--- src/rtl/jpeg_pkg.sv ---
`default_nettype none
// +----------------------------------------------------------------------+
// | jpeg_pkg : shared constants for the JPEG entropy-path block scheduler |
// | Rev 1.0  : initial release                                            |
// +----------------------------------------------------------------------+
package jpeg_pkg;

  typedef logic [1:0] comp_t;

  localparam comp_t COMP_Y  = 2'd0;
  localparam comp_t COMP_CB = 2'd1;
  localparam comp_t COMP_CR = 2'd2;

  localparam logic MODE_444 = 1'b0;
  localparam logic MODE_420 = 1'b1;

  localparam int BLK_COEFS = 64;
  localparam int COEF_W    = 11;

  localparam logic [2:0] ST_IDLE  = 3'd0;
  localparam logic [2:0] ST_START = 3'd1;
  localparam logic [2:0] ST_ARB   = 3'd2;
  localparam logic [2:0] ST_XFER  = 3'd3;
  localparam logic [2:0] ST_DONE  = 3'd4;
  localparam logic [2:0] ST_END   = 3'd5;

endpackage
`default_nettype wire

--- src/rtl/jpeg_mcu_seq.sv ---
`default_nettype none
// +----------------------------------------------------------------------+
// | jpeg_mcu_seq : MCU slot counter and component sequence lookup         |
// | Rev 1.0      : initial release                                        |
// +----------------------------------------------------------------------+
module jpeg_mcu_seq
  import jpeg_pkg::*;
(
  input  logic  clk,
  input  logic  rstn,
  input  logic  mode,
  input  logic  clr,
  input  logic  adv,
  output comp_t comp,
  output logic  last
);

  logic [2:0] r_slot;

  always_ff @(posedge clk or negedge rstn) begin
    if (!rstn) begin
      r_slot <= 3'd0;
    end else if (clr) begin
      r_slot <= 3'd0;
    end else if (adv) begin
      r_slot <= last ? 3'd0 : r_slot + 3'd1;
    end
  end

  // 4:4:4 -> Y,Cb,Cr ; 4:2:0 -> Y,Y,Y,Y,Cb,Cr
  always_comb begin
    comp = COMP_Y;
    last = 1'b0;
    if (mode == MODE_444) begin
      case (r_slot)
        3'd0:    comp = COMP_Y;
        3'd1:    comp = COMP_CB;
        default: begin
          comp = COMP_CR;
          last = 1'b1;
        end
      endcase
    end else begin
      case (r_slot)
        3'd0, 3'd1, 3'd2, 3'd3: comp = COMP_Y;
        3'd4:    comp = COMP_CB;
        default: begin
          comp = COMP_CR;
          last = 1'b1;
        end
      endcase
    end
  end

endmodule
`default_nettype wire

--- src/rtl/jpeg_blk_sched.sv ---
`default_nettype none
// +----------------------------------------------------------------------+
// | jpeg_blk_sched : serializes Y/Cb/Cr coefficient blocks in MCU order   |
// | Rev 1.0        : initial release                                      |
// +----------------------------------------------------------------------+
module jpeg_blk_sched
  import jpeg_pkg::*;
#(
  parameter int CNT_W = 16,
  parameter int NCOMP = 3
) (
  input  logic                      clk,
  input  logic                      rstn,
  input  logic                      frame_go,
  input  logic                      cfg_mode,
  input  logic [CNT_W-1:0]          cfg_mcu_total,
  input  logic [NCOMP-1:0]          blk_req,
  output logic [NCOMP-1:0]          blk_rd,
  input  logic [NCOMP*COEF_W-1:0]   blk_data,
  output logic [NCOMP-1:0]          blk_done,
  input  logic                      ds_ready,
  output logic [COEF_W-1:0]         q_data,
  output logic                      q_data_valid,
  output logic [1:0]                comp_id,
  output logic                      frame_start,
  output logic                      frame_end,
  output logic                      busy
);

  localparam logic [5:0] c_coef_last = 6'(BLK_COEFS - 1);

  logic [2:0]        r_state;
  logic              r_mode;
  logic [CNT_W-1:0]  r_total;
  logic [CNT_W-1:0]  r_mcu;
  logic [5:0]        r_coef;

  comp_t             w_target;
  logic              w_last_slot;
  logic              w_seq_clr;
  logic              w_seq_adv;
  logic [NCOMP-1:0]  w_tgt_1h;
  logic              w_rd_any;
  logic              w_req_hit;
  logic              w_frame_last;
  logic [COEF_W-1:0] w_sel_data;

  assign w_seq_clr = (r_state == ST_START);
  assign w_seq_adv = (r_state == ST_DONE);

  jpeg_mcu_seq u_seq (
    .clk  (clk),
    .rstn (rstn),
    .mode (r_mode),
    .clr  (w_seq_clr),
    .adv  (w_seq_adv),
    .comp (w_target),
    .last (w_last_slot)
  );

  generate
    for (genvar gi = 0; gi < NCOMP; gi++) begin : g_comp
      assign w_tgt_1h[gi] = (w_target == 2'(gi));
    end
  endgenerate

  assign w_rd_any  = (r_state == ST_XFER) && ds_ready;
  assign blk_rd    = w_tgt_1h & {NCOMP{w_rd_any}};
  assign w_req_hit = |(blk_req & w_tgt_1h);
  assign busy      = (r_state != ST_IDLE);

  // Extended by one bit so a total of 2^CNT_W-1 terminates without wrapping
  assign w_frame_last = (({1'b0, r_mcu} + {{CNT_W{1'b0}}, 1'b1}) == {1'b0, r_total});

  always_comb begin
    w_sel_data = blk_data[COEF_W-1:0];
    case (w_target)
      COMP_CB: w_sel_data = blk_data[2*COEF_W-1:COEF_W];
      COMP_CR: w_sel_data = blk_data[3*COEF_W-1:2*COEF_W];
      default: w_sel_data = blk_data[COEF_W-1:0];
    endcase
  end

  always_ff @(posedge clk or negedge rstn) begin
    if (!rstn) begin
      r_state      <= ST_IDLE;
      r_mode       <= MODE_444;
      r_total      <= '0;
      r_mcu        <= '0;
      r_coef       <= 6'd0;
      q_data       <= '0;
      q_data_valid <= 1'b0;
      comp_id      <= 2'd0;
      blk_done     <= '0;
      frame_start  <= 1'b0;
      frame_end    <= 1'b0;
    end else begin
      q_data_valid <= 1'b0;
      blk_done     <= '0;
      frame_start  <= 1'b0;
      frame_end    <= 1'b0;
      case (r_state)
        ST_IDLE: begin
          if (frame_go) begin
            r_mode      <= cfg_mode;
            r_total     <= cfg_mcu_total;
            frame_start <= 1'b1;
            r_state     <= ST_START;
          end
        end
        ST_START: begin
          r_mcu <= '0;
          if (r_total == '0) begin
            frame_end <= 1'b1;
            r_state   <= ST_END;
          end else begin
            r_state <= ST_ARB;
          end
        end
        ST_ARB: begin
          if (w_req_hit) begin
            r_coef  <= 6'd0;
            r_state <= ST_XFER;
          end
        end
        ST_XFER: begin
          if (ds_ready) begin
            q_data       <= w_sel_data;
            q_data_valid <= 1'b1;
            comp_id      <= w_target;
            r_coef       <= r_coef + 6'd1;
            if (r_coef == c_coef_last) begin
              blk_done <= w_tgt_1h;
              r_state  <= ST_DONE;
            end
          end
        end
        ST_DONE: begin
          r_state <= ST_ARB;
          if (w_last_slot) begin
            r_mcu <= r_mcu + 1'b1;
            if (w_frame_last) begin
              frame_end <= 1'b1;
              r_state   <= ST_END;
            end
          end
        end
        ST_END: begin
          r_state <= ST_IDLE;
        end
        default: begin
          r_state <= ST_IDLE;
        end
      endcase
    end
  end

endmodule
`default_nettype wire

--- config.mk ---
export PLATFORM = sky130hd
export DESIGN_NAME = jpeg_blk_sched
export DESIGN_NICKNAME = d
export VERILOG_FILES = /design/src/rtl/jpeg_pkg.sv /design/src/rtl/jpeg_mcu_seq.sv /design/src/rtl/jpeg_blk_sched.sv
export SDC_FILE = /design/constraint.sdc
export NUM_CORES = 1
export LEC_CHECK = 0
export ABC_AREA = 0
export CAP_MARGIN = 0
export CORE_MARGIN = 8
export CORE_UTILIZATION = 25
export CTS_BUF_LIST = sky130_fd_sc_hd__clkbuf_8
export DETAILED_ROUTE_END_ITERATION = 16
export GPL_ROUTABILITY_DRIVEN = 0
export PLACE_DENSITY = 0.41
export SLEW_MARGIN = 15
export SYNTH_ARGS = -nofsm -noshare
export SYNTH_HDL_FRONTEND = slang
export SYNTH_SLANG_ARGS = --single-unit
export TNS_END_PERCENT = 50
--- constraint.sdc ---
create_clock -name clk -period 2.86 [get_ports clk]
set_clock_uncertainty 0.05 [all_clocks]
set_input_delay 0.429 -clock clk [delete_from_list [all_inputs] [get_ports clk]]
set_output_delay 0.429 -clock clk [all_outputs]
set_load 0.02 [all_outputs]
==> results.md, run 1 <==
* Outcome: finished, violations left
* Failing checks: negative hold slack
* ANT nets after route at 0
* Post-synth top area share at 42.3%
* #FFs+latches synth at 64
* Clock latency on the worst-skew pair at 370 ps
* Largest net degree at the start of global routing at 65
* CP max stage cell: dfrtp_1
* First-iteration detailed-routing DRC count at 199
* Critical setup path kind: reg2out
* Core Box Area at 0.0150 mm^2
* Clock Root Buffer: clkbuf_8
* Syn Std Cell Area at 0.00379 mm^2
* Die span in y at 139 um
* Final Setup Violations at 0
* Crit-path most repeated cell: ha_1
* Synth area leader: dfrtp_1
* Sequential element share of the synthesized area at 42.3%
* CTS Buf Count at 9
* GRT Resource Usage Total at 12.4%
* CP delay by family, top: adder cells
* Post-synth top cells: dfrtp_1, nand2_1, o21ai_0
* WL/cell at 16.4 um
* CTS clk-pin slew, worst paths at 70 ps
* Die Area at 0.0194 mm^2
* Via count at 3364
* IO Port Bufs at 79
* Fill cells at 1559
* CP Max Fanout at 4
* CP bufs+invs at 1
* RSZ-0062 raised after global routing: true
* Syn Inst Count at 410
* Area Growth Syn to Fin at 35.5%
* CP startpoint kind: flip-flop
* Async S/R FF share, synth at 100%
* DRC Markers at 0
* Crit path cell chain: ha_1, ha_1, or3b_1, o311a_4, ha_2, and2_1, clkdlybuf4s15_2
* Yosys warns at 0
* H-tree depth at 3
* Worst-case clock buffer depth at 2
* Chip Width at 139 um
* Row cnt at 45
* # diodes at 0
* Remaining Overflow, GRT at 0
* Fin crit share at 97.4%
* Sink Count at 64
* Main synth FF type: dfrtp_1
* R2R depth at 12
* Arrival @ worst endpoint at 2310 ps
* Ports at 80
* Leak at 2.04 nW
* Final WL at 11.4 mm
* CP required at 2380 ps
* Post-DP HPWL at 8.57 mm
* Measured slew at the worst slew-check pin at 527 ps
* Cell variety after synth at 64
* Core Util, Final at 34.1%
* Maxcap violations at 0
* Share of layout cells above drive strength 1 at 15.8%
* Pre-antenna DRT Iters at 4
* Maximum vdd drop at 197 uV
* Initial core utilization at 25.2%
* Flop-to-flop setup slack at 230 ps
* Max-slew violations at 0
* CP endpoint kind: output port
* Number of synthesized flops with an enable pin at 0
* Vias in the first global route at 3563
* Syn nets at 477
* Max Freq at 359 MHz
* Top cells by area, synth: dfrtp_1, o21ai_0, mux2_2
* Slew headroom at 64.5%
* Period minus WS final at 2790 ps
* Vias per cell at 4.84
* Avg Synthesized Cell Area at 9.24 um^2
* Reg2reg end: r_state[0]$_DFFE_PN0P_
* Worst stage delay on the critical path at 410 ps
* CTS tree: yes
* Critical R2R Launch: u_seq.r_slot[0]$_DFFE_PN0P_
* Initial antenna violation count at 0
* P per Cell Area at 507 mW/mm^2
* Hold Fails Final Rpt at 1
* Most common cell in the netlist: dfrtp_1
* First-pass GRT wire length at 19.0 mm
* Fin nets at 569
* Hold_ws at -0.845 ps
* Hold Crit Class: in2async
==> cells by family (layout without fill, tap and decap cells) <==
group,Yosys count,after routing,synth area share (%)
multiplexers,18,18,5.32
AO/OA/AOI/OAI,110,110,18.7
adder cells (fa/ha/maj),10,10,3.30
XOR/XNOR,24,24,5.55
flip-flops,64,64,42.3
AND/OR/NAND/NOR,148,148,20.3
buffers and inverters,36,133,4.59
==> stage by stage <==
stage	cells	setup TNS, ps	setup WS, ps	total power [mW]	cell area [um^2]
6_report	695	0	74.7	2.60	5130
5_1_grt	695	-31.5	-31.5	2.77	5130
4_1_cts	694	0	0.733	2.65	5110
3_5_place_dp	677	-217	-115	1.74	4880
3_3_place_gp	677	-23.8	-23.8	1.73	4880
2_1_floorplan	410	0	237	1.43	3790
==> worst reg2reg max path: cells and delay by family, from the launching register on <==
kind                       cells  cell delay (ps)
adders and majority gates      3              610
DFF                            1              410
and+or+nand+nor                2              510
buffers and inverters          2              340
AOI/OAI and AO/OA              5              610
==> layout make-up <==
cell class	instances	area (um^2)	area share, %
Multi-Input combinational cell	310	2040	39.8
Sequential cell	64	1600	31.2
Timing Repair Buffer	106	992	19.3
Tap cell	188	235	4.58
Clock buffer	9	124	2.41
Clock inverter	7	96.3	1.88
Inverter	11	41.3	0.804
==> state kept, by name, indices dropped and copies added, names as in the netlist <==
signal	cells
r_total	16
frame_end	1
frame_start	1
q_data_valid	1
r_mcu	16
r_mode	1
r_coef	6
comp_id	2
blk_done	3
u_seq.r_slot	3
r_state	3
q_data	11
==> repair_timing <==
item,4_1_cts,5_1_grt
resized for setup,12,4
buffers inserted,1,1
pin swaps,0,1
endpoints found under the hold margin,0,0
hold buffers,0,0
setup endpoints to repair,8,5
==> power breakdown <==
part           switching [mW]  leakage [nW]  internal [mW]
Sequential              0.116         0.825           1.02
Clock                   0.398         0.101          0.490
Combinational           0.283          1.12          0.295
==> per-layer routing <==
layer  track usage [%]  vias up  part of all wire, %
li1                  -     1667                    -
met1              14.3     1601                   43
met2              20.1       80                   47
met3              5.13       16                  7.8
met4              4.91        0                  1.8
met5                 0        -                    0
==> worst max path at each step <==
stage                                 from                    end  slack [ps]  cells past startpoint
2_1_floorplan  u_seq.r_slot[0]$_DFFE_PN0P_              blk_rd[2]         240                      8
3_3_place_gp   u_seq.r_slot[0]$_DFFE_PN0P_  r_coef[0]$_DFFE_PN0P_         -20                     11
3_5_place_dp   u_seq.r_slot[0]$_DFFE_PN0P_  r_coef[1]$_DFFE_PN0P_        -110                      9
4_1_cts        u_seq.r_slot[0]$_DFFE_PN0P_              blk_rd[1]         0.7                      7
5_1_grt        u_seq.r_slot[0]$_DFFE_PN0P_              blk_rd[1]         -30                      7
6_report       u_seq.r_slot[0]$_DFFE_PN0P_              blk_rd[1]          70                      7
==> cells in the final DEF, fill, tap and decap left out, types with 2 or more instances in the layout <==
master and instances:
nor3_1 3, nand2_1 50, ha_1 8, o32ai_1 2, nor4_4 2, o21ai_0 46, clkinvlp_4 3, xor2_1 12
buf_2 3, nor4_1 8, nor2b_1 3, buf_4 26, o31ai_1 3, nand3_2 2, a22oi_1 12, o22ai_1 2
a21oi_1 10, nand2b_1 3, or4_1 2, o211ai_1 3, a31oi_1 10, clkbuf_8 9, o21a_1 3, nand3_1 9
o41ai_1 3, nand4_1 9, dfrtp_1 64, bufinv_16 2, and3b_1 2, inv_1 9, mux2_2 17, and3_1 4
nor2_1 30, or2_2 2, a22o_1 3, clkdlybuf4s50_1 75, xnor2_1 12, and2_1 8, o2111ai_1 2
No activity file was read; power rests on OpenSTA's default activity.
==> run 2, diff against run 1 <==
CELL_PAD_IN_SITES_DETAIL_PLACEMENT = 0   (was not set)
CELL_PAD_IN_SITES_GLOBAL_PLACEMENT = 1   (was not set)
PLACE_DENSITY = 0.52   (was 0.41)
clock period = 3.1 ns   (was 2.86 ns; I/O delays follow)
==> results.md, run 2 (synthesized netlist as in run 1, its figures left out) <==
* Ports at 80
* CP required at 2580 ps
* Critical setup path kind: reg2out
* WL/cell at 16.9 um
* Flop-to-flop setup slack at 230 ps
* Remaining Overflow, GRT at 0
* Chip Width at 139 um
* Hold Fails Final Rpt at 0
* Leak at 2.00 nW
* Commonest non-fill, non-tap cell in the layout: clkdlybuf4s50_1
* Area Growth Syn to Fin at 32.8%
* Post-DP HPWL at 8.76 mm
* Vias in the first global route at 3499
* First-iteration detailed-routing DRC count at 227
* CTS tree: yes
* Hold buffers post-CTS at 0
* Post-CTS Repair Setup Buffers at 0
* Maxcap violations at 0
* Hold Crit Class: in2async
* Initial antenna violation count at 0
* First-pass GRT wire length at 18.7 mm
* Sink Count at 64
* ANT nets after route at 0
* GRT Resource Usage Total at 12.3%
* Fin crit share at 96.3%
* Hold_ws at 95.8 ps
* Initial core utilization at 25.2%
* Post-route cell area at 0.00503 mm^2
* Most frequent cells in the layout: clkdlybuf4s50_1, dfrtp_1, nand2_1
* CTS Buf Count at 9
* Pre-antenna DRT Iters at 4
* Outcome: completed
* Max-slew violations at 0
* Maximum vdd drop at 240 uV
* Measured slew at the worst slew-check pin at 691 ps
* Arrival @ worst endpoint at 2470 ps
* Fin nets at 556
* Max Freq at 335 MHz
* Clock Root Buffer: clkbuf_8
* Vias per cell at 4.81
* # diodes at 0
* Core Box Area at 0.0150 mm^2
* Final WL at 11.5 mm
* Share of layout cells above drive strength 1 at 13.0%
* Period minus WS final at 2990 ps
* IO Port Bufs at 79
* Via count at 3279
* Die span in y at 139 um
* Largest net degree at the start of global routing at 30
* RSZ-0062 raised after global routing: false
* Placement Cell Area at 0.00478 mm^2
* CP Max Fanout at 8
* CP startpoint kind: flip-flop
* Row cnt at 45
* Worst-case clock buffer depth at 2
* Final TNS setup at 0 ps
* Die Area at 0.0194 mm^2
* DRC Markers at 0
* Clock latency on the worst-skew pair at 360 ps
* P per Cell Area at 482 mW/mm^2
* CTS clk-pin slew, worst paths at 80 ps
* CP endpoint kind: output port
* Slew headroom at 53.9%
* Regs by FF count: r_mcu x16, r_total x16, q_data x11
* Total power draw at 2.42 mW
* H-tree depth at 3
* Final Setup Violations at 0
## run 2: final timing paths
| path | end | cells past startpoint | from |
|---|---|---|---|
| worst max-delay path | blk_rd[2] | 8 | u_seq.r_slot[0]$_DFFE_PN0P_ |
| worst min-delay path | r_mcu[6]$_DFFE_PN0P_ | 1 | rstn |
| worst max register to register | r_state[0]$_DFFE_PN0P_ | 11 | u_seq.r_slot[0]$_DFFE_PN0P_ |
| worst min register to register | q_data[2]$_DFFE_PN0P_ | 2 | q_data[2]$_DFFE_PN0P_ |
| max in group asynchronous | u_seq.r_slot[0]$_DFFE_PN0P_ | 2 | rstn |
| min in group clk | q_data[2]$_DFFE_PN0P_ | 2 | q_data[2]$_DFFE_PN0P_ |
## run 2: timing repair
item / CTS / global route
endpoints found under the setup margin: 3 / 9
gates resized for setup: 5 / 5
endpoints found under the hold margin: 0 / 0
## run 2: final cells by class
class	instances	area, um^2
flip-flops and latches	64	1600
multi-input cells	310	2030
fillers	1573	10000
clock buffers	12	165
well taps	188	235
clock inverters	4	67.6
repair buffers	93	891
inverters	11	41.3
## run 2: critical path, stage by stage, from the launching register on
cell,delay (ps)
dfrtp_2,440
ha_1,210
ha_1,180
or3b_1,400
o311a_4,170
inv_2,100
ha_2,220
and2_1,140
clkdlybuf4s15_2,260
## run 2: routing by layer
metal	GRT usage (%)	vias to the layer above	routed length, um
met1	14.1	1544	5070
met2	20.0	88	5410
li1	-	1632	-
met4	4.85	0	188
met5	0	-	0
met3	5.13	15	864
## run 2: metrics by stage
| stage | worst slack, ps | utilization, % | instances |
|---|---|---|---|
| 6_report | 115 | 33.5 | 682 |
| 4_1_cts | 18.3 | 33.4 | 682 |
| 2_1_floorplan | 441 | - | 410 |
| 3_5_place_dp | 37.8 | 31.8 | 666 |
| 5_1_grt | 5.13 | 33.5 | 682 |
| 3_3_place_gp | 103 | 31.8 | 666 |
## run 2: report_power, final
part / total, mW / switching, mW / internal, mW
Combinational: 0.522 / 0.256 / 0.266
Sequential: 1.05 / 0.103 / 0.945
Clock: 0.854 / 0.341 / 0.514
Total: 2.42 / 0.700 / 1.72
